### config.mk
export PLATFORM = sky130hd
export DESIGN_NAME = bp_me_cfg_responder
export DESIGN_NICKNAME = d
export VERILOG_FILES = /design/src/rtl/bp_me_pkg.sv /design/src/rtl/bp_me_cfg_responder_decode.sv /design/src/rtl/bp_me_cfg_responder.sv
export SDC_FILE = /design/constraint.sdc
export NUM_CORES = 1
export LEC_CHECK = 0
export ABC_AREA = 1
export BUFFER_PORTS_ARGS = -buffer_cell sky130_fd_sc_hd__buf_2
export CORE_AREA = 5 5 155 157
export CTS_CLUSTER_DIAMETER = 50
export DETAILED_ROUTE_END_ITERATION = 8
export DIE_AREA = 0 0 160 162
export PLACE_DENSITY = 0.62
export SLEW_MARGIN = 0
export SYNTH_ARGS = -nofsm -noshare
export SYNTH_HDL_FRONTEND = slang
export SYNTH_SLANG_ARGS = --single-unit
### constraint.sdc
create_clock -name clk_i -period 2 [get_ports clk_i]
set_input_delay 0.1 -clock clk_i [delete_from_list [all_inputs] [get_ports clk_i]]
set_output_delay 0.1 -clock clk_i [all_outputs]
set_load 0.05 [all_outputs]
### src/rtl/bp_me_pkg.sv
// Shared types for the config responder: IO memory message layout, register
// offsets, responder FSM states and processor-configuration widths.
package bp_me_pkg;

    localparam int paddr_width_p           = 40;
    localparam int core_id_width_p         = 4;
    localparam int io_noc_did_width_p      = 4;
    localparam int num_cce_instr_ram_els_p = 256;
    localparam int cce_instr_ram_addr_width_lp = $clog2(num_cce_instr_ram_els_p);
    localparam int mem_payload_width_lp    = 16;

    localparam logic [15:0] instr_ram_base_default_lp = 16'h8000;

    typedef enum logic [3:0] {
        e_cce_mem_rd    = 4'd0,
        e_cce_mem_wr    = 4'd1,
        e_cce_mem_uc_rd = 4'd2,
        e_cce_mem_uc_wr = 4'd3,
        e_cce_mem_wb    = 4'd4,
        e_cce_mem_pre   = 4'd5
    } bp_cce_mem_msg_type_e;

    typedef struct packed {
        bp_cce_mem_msg_type_e            msg_type;
        logic [paddr_width_p-1:0]        addr;
        logic [2:0]                      size;
        logic [mem_payload_width_lp-1:0] payload;
        logic [63:0]                     data;
    } bp_cce_mem_msg_s;

    localparam int cce_mem_msg_width_lp = $bits(bp_cce_mem_msg_s);

    typedef enum logic [15:0] {
        e_cfg_freeze   = 16'h0000,
        e_cfg_core_id  = 16'h0008,
        e_cfg_did      = 16'h0010,
        e_cfg_cce_mode = 16'h0018
    } bp_cfg_reg_e;

    typedef enum logic [1:0] {
        e_ready    = 2'd0,
        e_ram_wait = 2'd1,
        e_send     = 2'd2
    } bp_cfg_state_e;

    // Compact register select codes produced by the decoder.
    localparam logic [1:0] sel_freeze_lp   = 2'd0;
    localparam logic [1:0] sel_core_id_lp  = 2'd1;
    localparam logic [1:0] sel_did_lp      = 2'd2;
    localparam logic [1:0] sel_cce_mode_lp = 2'd3;

endpackage

### src/rtl/bp_me_cfg_responder_decode.sv
// Combinational decode of a config-space offset and message type into a
// register select, an instruction-RAM hit with its index, or unmapped.
module bp_me_cfg_decode
    import bp_me_pkg::*;
#(
    parameter logic [15:0] instr_ram_base_p = instr_ram_base_default_lp,
    parameter int          num_els_p        = num_cce_instr_ram_els_p,
    localparam int         idx_w_lp         = $clog2(num_els_p)
) (
    input  logic [3:0]          msg_type_i,
    input  logic [15:0]         offset_i,
    output logic                is_wr_o,
    output logic                reg_hit_o,
    output logic [1:0]          reg_sel_o,
    output logic                ram_hit_o,
    output logic [idx_w_lp-1:0] ram_idx_o,
    output logic                unmapped_o
);

    localparam logic [16:0] win_bytes_lp = 17'(num_els_p * 8);

    logic        is_uc;
    logic        reg_match;
    logic [16:0] rel;
    logic        in_win;

    assign is_uc   = (msg_type_i == e_cce_mem_uc_rd) || (msg_type_i == e_cce_mem_uc_wr);
    assign is_wr_o = (msg_type_i == e_cce_mem_uc_wr);

    always_comb begin
        reg_match = 1'b1;
        reg_sel_o = sel_freeze_lp;
        case (offset_i)
            e_cfg_freeze:   reg_sel_o = sel_freeze_lp;
            e_cfg_core_id:  reg_sel_o = sel_core_id_lp;
            e_cfg_did:      reg_sel_o = sel_did_lp;
            e_cfg_cce_mode: reg_sel_o = sel_cce_mode_lp;
            default:        reg_match = 1'b0;
        endcase
    end

    // A 17-bit difference makes offsets below the window base show up as negative.
    assign rel    = {1'b0, offset_i} - {1'b0, instr_ram_base_p};
    assign in_win = !rel[16] && (rel < win_bytes_lp);

    assign ram_idx_o  = rel[idx_w_lp+2:3];
    assign reg_hit_o  = is_uc && reg_match;
    assign ram_hit_o  = is_uc && !reg_match && in_win;
    assign unmapped_o = !(reg_hit_o || ram_hit_o);

endmodule

### src/rtl/bp_me_cfg_responder.sv
// Config-space responder: consumes one uncached IO command at a time, updates
// or reads the tile control registers or the CCE instruction RAM, and replies.
module bp_me_cfg_responder
    import bp_me_pkg::*;
#(
    parameter logic [15:0] instr_ram_base_p = instr_ram_base_default_lp
) (
    input  logic                                   clk_i,
    input  logic                                   reset_i,
    input  logic [cce_mem_msg_width_lp-1:0]        io_cmd_i,
    input  logic                                   io_cmd_v_i,
    output logic                                   io_cmd_yumi_o,
    output logic [cce_mem_msg_width_lp-1:0]        io_resp_o,
    output logic                                   io_resp_v_o,
    input  logic                                   io_resp_ready_i,
    output logic                                   freeze_o,
    output logic [core_id_width_p-1:0]             core_id_o,
    output logic [io_noc_did_width_p-1:0]          did_o,
    output logic                                   cce_mode_o,
    output logic                                   instr_w_v_o,
    output logic                                   instr_r_v_o,
    output logic [cce_instr_ram_addr_width_lp-1:0] instr_addr_o,
    output logic [63:0]                            instr_data_o,
    input  logic [63:0]                            instr_data_i,
    output logic [1:0]                             state_o
);

    // Handshakes: a command transfers on a clock edge where io_cmd_v_i and
    // io_cmd_yumi_o are both high; a response transfers where io_resp_v_o and
    // io_resp_ready_i are both high. io_resp_o is held until it transfers.

    bp_cce_mem_msg_s cmd;
    bp_cce_mem_msg_s resp_q, resp_d;
    bp_cfg_state_e   state_q, state_d;

    logic                              freeze_q, freeze_d;
    logic [core_id_width_p-1:0]        core_id_q, core_id_d;
    logic [io_noc_did_width_p-1:0]     did_q, did_d;
    logic                              cce_mode_q, cce_mode_d;

    logic                                   dec_is_wr;
    logic                                   dec_reg_hit;
    logic [1:0]                             dec_reg_sel;
    logic                                   dec_ram_hit;
    logic [cce_instr_ram_addr_width_lp-1:0] dec_ram_idx;
    logic                                   dec_unmapped;
    logic [63:0]                            reg_rdata;

    assign cmd = io_cmd_i;

    bp_me_cfg_decode #(
        .instr_ram_base_p (instr_ram_base_p),
        .num_els_p        (num_cce_instr_ram_els_p)
    ) decode (
        .msg_type_i (cmd.msg_type),
        .offset_i   (cmd.addr[15:0]),
        .is_wr_o    (dec_is_wr),
        .reg_hit_o  (dec_reg_hit),
        .reg_sel_o  (dec_reg_sel),
        .ram_hit_o  (dec_ram_hit),
        .ram_idx_o  (dec_ram_idx),
        .unmapped_o (dec_unmapped)
    );

    always_comb begin
        reg_rdata = '0;
        case (dec_reg_sel)
            sel_freeze_lp:   reg_rdata = 64'(freeze_q);
            sel_core_id_lp:  reg_rdata = 64'(core_id_q);
            sel_did_lp:      reg_rdata = 64'(did_q);
            default:         reg_rdata = 64'(cce_mode_q);
        endcase
    end

    always_comb begin
        state_d       = state_q;
        resp_d        = resp_q;
        freeze_d      = freeze_q;
        core_id_d     = core_id_q;
        did_d         = did_q;
        cce_mode_d    = cce_mode_q;
        io_cmd_yumi_o = 1'b0;
        io_resp_v_o   = 1'b0;
        instr_w_v_o   = 1'b0;
        instr_r_v_o   = 1'b0;
        instr_addr_o  = '0;

        case (state_q)
            e_ready: begin
                io_cmd_yumi_o = io_cmd_v_i;
                if (io_cmd_v_i) begin
                    resp_d      = cmd;
                    resp_d.data = '0;
                    state_d     = e_send;
                    if (dec_unmapped) begin
                        // Unmapped or cached accesses only get an empty reply.
                    end else if (dec_ram_hit) begin
                        instr_addr_o = dec_ram_idx;
                        if (dec_is_wr) begin
                            instr_w_v_o = 1'b1;
                        end else begin
                            instr_r_v_o = 1'b1;
                            state_d     = e_ram_wait;
                        end
                    end else if (dec_is_wr) begin
                        case (dec_reg_sel)
                            sel_freeze_lp:  freeze_d  = cmd.data[0];
                            sel_core_id_lp: core_id_d = cmd.data[core_id_width_p-1:0];
                            sel_did_lp:     did_d     = cmd.data[io_noc_did_width_p-1:0];
                            default:        cce_mode_d = cmd.data[0];
                        endcase
                    end else begin
                        resp_d.data = reg_rdata;
                    end
                end
            end
            e_ram_wait: begin
                resp_d.data = instr_data_i;
                state_d     = e_send;
            end
            e_send: begin
                io_resp_v_o = 1'b1;
                if (io_resp_ready_i) begin
                    state_d = e_ready;
                end
            end
            default: state_d = e_ready;
        endcase
    end

    always_ff @(posedge clk_i) begin
        if (reset_i) begin
            state_q    <= e_ready;
            resp_q     <= '0;
            freeze_q   <= 1'b1;
            core_id_q  <= '0;
            did_q      <= '0;
            cce_mode_q <= 1'b0;
        end else begin
            state_q    <= state_d;
            resp_q     <= resp_d;
            freeze_q   <= freeze_d;
            core_id_q  <= core_id_d;
            did_q      <= did_d;
            cce_mode_q <= cce_mode_d;
        end
    end

    assign io_resp_o    = resp_q;
    assign instr_data_o = cmd.data;
    assign freeze_o     = freeze_q;
    assign core_id_o    = core_id_q;
    assign did_o        = did_q;
    assign cce_mode_o   = cce_mode_q;
    assign state_o      = state_q;

endmodule

==> impl_metrics.csv, run 1 <==
group,metric,value,unit
outcome,outcome,"finished, final reports clean",
place,postPlaceCellArea,7000,sq um
clock_network,clk_pin_slew,60,ps
synthesis,synth_seq_cells,139,
drt,drt_iter0_drc,450,
drt,routed_wl,21000,um
sta,hold_viol_final,0,
sta,setup_tns,0,ps
synthesis,synth_top_area_share,0.485,
place,gp_congestion,0.767,
place,pre_cts_slack,255,ps
final_layout,mostFrequentLayoutCell,"buf_2",
clock_network,cts_buffers,17,
floorplanning,row_count,55,
clock_network,clock_path_buffers,2,
power_and_ir_drop,leakage,4.20,nW
synthesis,netlist_area,5740,sq um
drt,detail_route.drc_violations,0,
power_and_ir_drop,finalPower,7.29,mW
worst_setup_path,arrival,1790,ps
floorplanning,ios,410,
drt,vias,5992,
sta,worst_slack,111,ps
sta,worst_pin_slew,574,ps
final_layout,area_delta_synth_final,55.6,%
sta,clock_skew,6.50,ps
synthesis,syn_avg_cell_area,7.73,sq um
synthesis,synth_cell_types,29,
synthesis,syn-instance-count,742,
floorplanning,start_util,0.256,
global_routing,antenna_found_initial,0,
worst_setup_path,setup.worst_path.class,"in2out",
floorplanning,die_area,25900,sq um
global_routing,grt_max_degree,76,
worst_setup_path,required,1900,ps
drt,wire_per_inst,15.2,um
synthesis,ys_seq_area_frac,0.485,
synthesis,ys_top_cells_by_area,"dfxtp_1, nand2_1, buf_4",
sta,hold_ws,25.0,ps
sta,slew_headroom,0.617,
floorplanning,fp.dieH,162,um
global_routing,track_usage,0.153,
sta,fin_crit_sh,0.945,
sta,finalSetupViolations,0,
floorplanning,coreArea,22400,sq um
clock_network,clk_latency,410,ps
floorplanning,die_x,160,um
global_routing,grt_pass1_wl,31900,um
clock_network,cts_max_level,4,
worst_hold_path,hp-class,"in2reg",
drt,firstDrtPassIters,5,
power_and_ir_drop,power_density,817,nW/um^2
place,dp_hpwl,14300,um
clock_network,cts_tree,"built",
worst_setup_path,cp-start-kind,"input pin",
clock_network,cts_root_buffer,"clkbuf_16",
worst_setup_path,cp-end-kind,"output pin",
power_and_ir_drop,irDropWorstVdd,0.397,mV
final_layout,fin_area,8920,sq um
drt,ant_nets,0,
global_routing,grt_overflow_total,0,
sta,rsz0062_at_grt,"no",
synthesis,yosys_warnings,0,
sta,period_minus_slack,1890,ps
sta,fmax,529,MHz
final_layout,antenna_cells,0,
synthesis,yosysTopAreaCell,"dfxtp_1",
global_routing,first_global_vias,5820,
drt,vias_per_cell,4.33,
final_layout,fin_nets,1280,
sta,drv_slew,0,
place,port-buffer-count,289,
worst_setup_path,crit_fanout,7,
final_layout,final_cell_mix,"buf_2, nand2_1, dfxtp_1, nor2_1, dlygate4sd3_1",
synthesis,syn_nets,937,
run,maxCapViolCount,0,
final_layout,layout-drive-gt1-share,0.337,
clock_network,cts_sinks,139,
timing repair:
action | 4_1_cts | 5_1_grt
gates resized for setup | 3 | 9
endpoints found under the hold margin | 130 | 0
cloned | 0 | 1
pin swaps | 0 | 3
setup endpoints to repair | 10 | 11
setup buffers | 0 | 7
hold buffers | 124 | 0
power by group:
part           internal (mW)  switching, mW  total, mW
Combinational          0.431          0.782       1.21
Clock                   1.89           1.27       3.15
Sequential              2.87         0.0482       2.92
Total                   5.19           2.10       7.29
cells in the mapped netlist:
master       n
nand3_1      7
nor3_4       1
nor2_8       4
dfxtp_1    139
nand4_4      1
inv_2       10
nand4_1      3
a22oi_1      1
a211oi_1     1
o2111ai_1    1
nand3_2      1
inv_1       18
nor2_2       4
clkinv_1     1
nor2_1     133
a21oi_1     88
a22o_1       3
nand2_2      6
buf_2       17
nor4_1       2
nand2_4      1
buf_4       69
o21ai_1      9
nand3_4      2
nor3_1       1
nand2_1    145
o21ai_0     54
nand4_2      1
clkbuf_1    19
final cells by class:
class / count / area [sq um]
sequential: 139 / 2780
tap: 285 / 357
fill: 2242 / 13400
inverter: 29 / 114
multi-input combinational: 470 / 2210
clock buffer: 20 / 447
timing repair buffer: 428 / 2870
clock inverter: 12 / 138
path summary, 6_finish.rpt:
path	from	end	slack, ps	cells after the start
max	io_cmd_i[94]	instr_w_v_o	110	8
min	io_cmd_i[65]	io_resp_o[65]	30	3
max reg2reg	state_o[1]	core_id_o[2]	330	10
min reg2reg	io_resp_o[47]	io_resp_o[47]	460	2
worst max-delay path, stage by stage:
cell and delay, ps:
dlygate4sd3_1 530, buf_2 110, inv_1 80, nand2_2 90
nor2_8 190, nand3_4 140, nor4_4 330, buf_6 210
sequential cells by signal, indices dropped and copies added (netlist names):
| name | cells |
|---|---|
| state_o | 2 |
| freeze_o | 1 |
| cce_mode_o | 1 |
| io_resp_o | 127 |
| did_o | 4 |
| core_id_o | 4 |
kinds of logic (layout without fill, tap and decap cells):
logic type      Yosys count  in the layout  synth area share
simple gates            312            313             0.238
buf+inv                 134            489             0.137
flops                   139            139             0.485
compound gates          157            157             0.140
through the flow:
stage,instances,util
after detailed placement,1219,0.313
after CTS,1375,0.395
final,1383,0.399
after global routing,1383,0.399
after floorplan,742,-
after global placement,1219,0.313
per-layer routing:
layer  wire, um  GRT usage
met1       8170      0.167
met2      10800      0.275
met3       1290     0.0416
met4        771     0.0774
met5          0          0
No activity file was read; power rests on OpenSTA's default activity.
==> inputs of run 2 (changes only) <==
- ABC_AREA: 1 -> unset
- CORE_AREA: 5 5 155 157 -> 5 5 157 159
- DIE_AREA: 0 0 160 162 -> 0 0 162 164
- PLACE_DENSITY: 0.62 -> 0.6
==> run 2 against run 1 <==
First-iteration DRC count is 38% lower; clock power grew 6.3%; die area up 2.5%; sequential share of layout area increased by 0.69 points; critical endpoint is now instr_addr_o[0]; highest routed layer unchanged.
==> impl_metrics.csv, run 2 <==
group,metric,value,unit
synthesis,synth_top_area_share,0.504,
clock_network,clk_pin_slew,60,ps
drt,detail_route.drc_violations,0,
synthesis,synth_edf_count,0,
floorplanning,start_util,0.239,
sta,fin_crit_sh,0.954,
global_routing,first_global_vias,5807,
final_layout,largest_reg_flops,127,
sta,clock_skew,9.65,ps
synthesis,synth_cell_types,36,
clock_network,cts_tree,"built",
place,gp_congestion,0.755,
final_layout,area_delta_synth_final,58.1,%
floorplanning,coreArea,23100,sq um
final_layout,fin_area,8730,sq um
clock_network,clk_latency,410,ps
drt,route.met2.wl,9550,um
synthesis,synthFlopType,"dfxtp_1",
global_routing,grt_max_degree,109,
final_layout,fillers,2298,
synthesis,synth-async-reset-ratio,0,
power_and_ir_drop,power_density,835,nW/um^2
synthesis,ys_seq_area_frac,0.504,
final_layout,layout.area.seq,2780,sq um
synthesis,ys_top_cells_by_area,"dfxtp_1, a22oi_1, buf_4",
place,dp_hpwl,13200,um
power_and_ir_drop,leakage,3.98,nW
drt,highest_layer,"met4",
sta,fmax,524,MHz
synthesis,syn-instance-count,648,
drt,vias,5737,
final_layout,stdcell_count,1288,
floorplanning,ios,410,
run,maxCapViolCount,0,
clock_network,cts_sinks,139,
synthesis,yosysTopAreaCell,"dfxtp_1",
worst_setup_path,crit_fanout,11,
floorplanning,die_area,26600,sq um
global_routing,track_usage,0.144,
clock_network,cts_max_level,4,
global_routing,grt_overflow_total,0,
synthesis,ys_top_cells_by_count,"dfxtp_1, nand2_1, a21oi_1",
power_and_ir_drop,irDropWorstVdd,0.409,mV
drt,wl_met3,1660,um
synthesis,netlist_area,5520,sq um
worst_setup_path,setup.worst_path.class,"in2out",
final_layout,multi_input_area,2080,sq um
worst_setup_path,required,1900,ps
drt,drt_iter0_drc,280,
clock_network,cts_root_buffer,"clkbuf_16",
sta,worst_pin_slew,681,ps
final_layout,final_util,0.378,
sta,slew_headroom,0.546,
global_routing,antenna_found_initial,0,
worst_setup_path,cp-end-kind,"output pin",
drt,vias_per_cell,4.45,
final_layout,final_cell_mix,"buf_2, dfxtp_1, nand2_1, dlygate4sd3_1, a21oi_1",
clock_network,cts_setup_buffers,0,
place,port-buffer-count,289,
final_layout,antenna_cells,0,
final_layout,mostFrequentLayoutCell,"buf_2",
floorplanning,row_count,56,
drt,routed_wl,20100,um
final_layout,layout-drive-gt1-share,0.343,
floorplanning,fp.dieH,164,um
clock_network,clock_path_buffers,2,
sta,hold_viol_final,0,
synthesis,syn_avg_cell_area,8.52,sq um
place,dp.cells,1130,
place,postPlaceCellArea,6830,sq um
synthesis,syn_nets,843,
drt,met1Wirelength,8440,um
drt,wire_per_inst,15.6,um
sta,drv_slew,0,
synthesis,yosys_warnings,0,
outcome,outcome,"finished, final reports clean",
worst_hold_path,hp-class,"in2reg",
worst_setup_path,cp-start-kind,"input pin",
global_routing,grt_pass1_wl,30300,um
drt,ant_nets,0,
synthesis,post-synth-top-count-cell,"dfxtp_1",
floorplanning,die_x,162,um
drt,firstDrtPassIters,4,
synthesis,synth_seq_cells,139,
worst_setup_path,arrival,1810,ps
power_and_ir_drop,finalPower,7.29,mW
clock_network,cts_buffers,17,
sta,period_minus_slack,1910,ps
final_layout,fin_nets,1182,
sta,finalSetupViolations,0,
-- run 2: layout make-up --
class,instances,share of cell area
Multi-Input combinational cell,396,0.238
Tap cell,290,0.0416
Sequential cell,139,0.319
Clock buffer,20,0.0512
Inverter,4,0.00172
Clock inverter,10,0.0192
Timing Repair Buffer,429,0.330
-- run 2: logic make-up (layout without fill, tap and decap cells) --
| family | Yosys count | count (layout) | share of synthesized area |
|---|---|---|---|
| and+or+nand+nor | 238 | 238 | 0.191 |
| DFF | 139 | 139 | 0.504 |
| AOI/OAI and AO/OA | 157 | 157 | 0.177 |
| buffers and inverters | 113 | 463 | 0.124 |
| muxes | 1 | 1 | 0.00408 |
-- run 2: metal layers --
layer | track usage | up-vias
li1 | - | 2815
met1 | 0.168 | 2639
met2 | 0.244 | 252
met3 | 0.0532 | 31
met4 | 0.0534 | 0
met5 | 0 | -
-- run 2: final timing paths --
kind	start	end	slack (ps)	cells past startpoint
worst max-delay path	io_cmd_i[97]	instr_addr_o[0]	90	6
worst max register to register	state_o[0]	io_resp_o[3]	510	5
worst min-delay path	io_cmd_i[87]	io_resp_o[87]	40	3
worst min register to register	io_resp_o[110]	io_resp_o[110]	450	2
-- run 2: power by group --
| part | internal [mW] | switching, mW | leakage, nW | total [mW] |
|---|---|---|---|---|
| sequential | 2.85 | 0.0371 | 1.13 | 2.88 |
| clock | 2.12 | 1.24 | 0.297 | 3.35 |
| combinational | 0.395 | 0.656 | 2.56 | 1.05 |
| total | 5.36 | 1.93 | 3.98 | 7.29 |
-- run 2: worst max-delay path: stages --
cell	delay (ps)
dlygate4sd3_1	530
buf_2	140
nor4_4	210
and4_4	370
and2_1	190
clkbuf_4	250
-- run 2: through the flow --
stage,hold slack (ps),worst slack [ps],setup TNS (ps)
5_1_grt,22.7,-3.89,-3.89
3_3_place_gp,200,265,0
6_report,35.3,92.6,0
4_1_cts,11.8,21.5,0
2_1_floorplan,236,228,0
3_5_place_dp,200,214,0
-- run 2: timing repair --
action | in CTS | in global routing
pin swaps | 0 | 1
gates resized for setup | 2 | 2
endpoints found under the hold margin | 132 | 0
setup endpoints to repair | 10 | 2
hold buffers | 128 | 0
==> inputs of run 3 (changes only) <==
- CELL_PAD_IN_SITES_DETAIL_PLACEMENT: unset -> 0
- CELL_PAD_IN_SITES_GLOBAL_PLACEMENT: unset -> 1
- CORE_AREA: 5 5 157 159 -> 2 2 159 161
- DIE_AREA: 0 0 162 164 -> 0 0 161 163
- PLACE_DENSITY: 0.6 -> 0.75
==> run 3 against run 2 <==
Worst setup slack lost 28 ps; critical path depth increased by 1; clock skew increased by 0.99 ps; critical path type unchanged; register-to-register slack got worse by 90 ps; first-iteration DRC count rose by 19%.
==> impl_metrics.csv, run 3 (synthesis gave the netlist of run 2 again) <==
group,metric,value,unit
outcome,outcome,"finished, final reports clean",
worst_setup_path,crit_slowest_cell,"dlygate4sd3_1",
worst_hold_path,hold_depth,3,
drt,routed_wl,20100,um
final_layout,antenna_cells,0,
worst_hold_path,hp-class,"in2reg",
worst_setup_path,reg2reg_depth,5,
floorplanning,die_x,161,um
global_routing,track_usage,0.146,
sta,clock_skew,10.6,ps
sta,period_minus_slack,1940,ps
worst_setup_path,setup.worst_path.class,"in2out",
global_routing,grt_overflow_total,0,
clock_network,cts_max_level,4,
run,maxCapViolCount,0,
floorplanning,fp.dieH,163,um
clock_network,clk_latency,410,ps
worst_setup_path,arrival,1840,ps
final_layout,mostFrequentLayoutCell,"buf_2",
final_layout,final_cell_mix,"buf_2, dfxtp_1, dlygate4sd3_1, nand2_1, a21oi_1",
place,dp_hpwl,13100,um
sta,worst_slack,65.0,ps
power_and_ir_drop,leakage,4.03,nW
drt,vias_per_cell,4.30,
worst_setup_path,startpoint,"io_cmd_i[97]",
clock_network,cts_tree,"built",
global_routing,first_global_vias,5409,
drt,wire_per_inst,15.0,um
sta,hold_viol_final,0,
worst_setup_path,crit_chain,"dlygate4sd3_1, buf_2, nor4_4, and4_1, buf_6, and2_1, buf_2",
worst_setup_path,required,1900,ps
sta,hold_ws,42.9,ps
worst_hold_path,min_to,"state_o[0]",
place,pre_cts_slack,373,ps
power_and_ir_drop,irDropWorstVdd,0.409,mV
sta,setup_tns,0,ps
sta,worst_pin_slew,716,ps
clock_network,clock_path_buffers,2,
sta,rsz0062_at_grt,"no",
worst_setup_path,max_stage_delay,540,ps
floorplanning,start_util,0.224,
worst_setup_path,rrSetupSlack,420,ps
worst_setup_path,r2r-start,"state_o[0]",
floorplanning,ios,410,
global_routing,grt_pass1_wl,29800,um
drt,drt_iter0_drc,332,
final_layout,layout-drive-gt1-share,0.346,
sta,drv_slew,0,
final_layout,area_delta_synth_final,60.9,%
place,port-buffer-count,289,
sta,fmax,517,MHz
sta,slew_headroom,0.523,
final_layout,fin_nets,1188,
drt,firstDrtPassIters,5,
worst_setup_path,reg2reg_to,"io_resp_o[41]",
worst_setup_path,cp-start-kind,"input pin",
worst_setup_path,crit_fanout,11,
worst_setup_path,cp-end-kind,"output pin",
drt,ant_nets,0,
sta,fin_crit_sh,0.968,
clock_network,cts_root_buffer,"clkbuf_16",
final_layout,largest_reg_flops,127,
floorplanning,die_area,26200,sq um
drt,vias,5745,
final_layout,final_util,0.360,
clock_network,cts_buffers,17,
place,gp_congestion,0.714,
power_and_ir_drop,power_density,832,nW/um^2
worst_setup_path,critPathMostFrequentCell,"buf_2",
global_routing,antenna_found_initial,0,
global_routing,grt_max_degree,76,
worst_setup_path,critPathTopFamily,"buffers and inverters",
clock_network,cts_sinks,139,
floorplanning,coreArea,24700,sq um
worst_hold_path,hold_start,"reset_i",
drt,detail_route.drc_violations,0,
sta,finalSetupViolations,0,
floorplanning,row_count,58,
clock_network,clk_pin_slew,60,ps
worst_setup_path,worst-path-buf-inv,4,
run 3: changes by cell type in the layout (fill, tap and decap cells not counted), moves of 2 or more:
cell | before | now
buf_2 | 286 | 279
buf_4 | 9 | 14
clkbuf_4 | 1 | 6
inv_6 | 1 | 3
run 3: layout make-up:
type	count	area (sq um)
clock buffer	19	443
clock inverter	12	189
fill	2485	15800
inverter	4	15.0
multi-input combinational	396	2080
sequential	139	2780
tap	330	413
timing repair buffer	435	2960
run 3: tightest hold or removal path: stages:
cell and delay (ps):
buf_4 120, nor2_1 70, o211a_1 120
run 3: worst max path at each step:
stage | end | slack [ps] | depth (start not counted)
after floorplan | instr_r_v_o | 230 | 6
after global placement | instr_w_v_o | 390 | 6
after detailed placement | instr_w_v_o | 370 | 6
after CTS | instr_w_v_o | 7 | 7
after global routing | instr_addr_o[7] | 1 | 7
final | instr_addr_o[7] | 60 | 7
run 3: what timing repair did:
| item | CTS | global route |
|---|---|---|
| resized for setup | 2 | 9 |
| hold endpoints to repair | 134 | 0 |
| buffers inserted | 0 | 0 |
| endpoints found under the setup margin | 2 | 10 |
| hold buffers | 129 | 0 |
run 3: per-layer routing:
layer,wire length [um],GRT usage,part of all wire,vias to the layer above
met3,1510,0.0451,0.075,23
li1,-,-,-,2836
met5,0,0,0,-
met2,9500,0.245,0.47,245
met4,376,0.0560,0.019,0
met1,8700,0.176,0.43,2641
run 3: stage by stage:
step                total power [mW]  cells  cell area, sq um
detailed placement              3.81   1175              6930
finish                          7.39   1335              8880
CTS                             7.52   1335              8850
floorplan                       3.80    648              5520
global route                    7.71   1335              8880
global placement                3.81   1175              6930
run 3: power breakdown:
group,internal [mW],switching [mW]
Combinational,0.401,0.660
Sequential,2.85,0.0377
Clock,2.14,1.31
Total,5.38,2.00
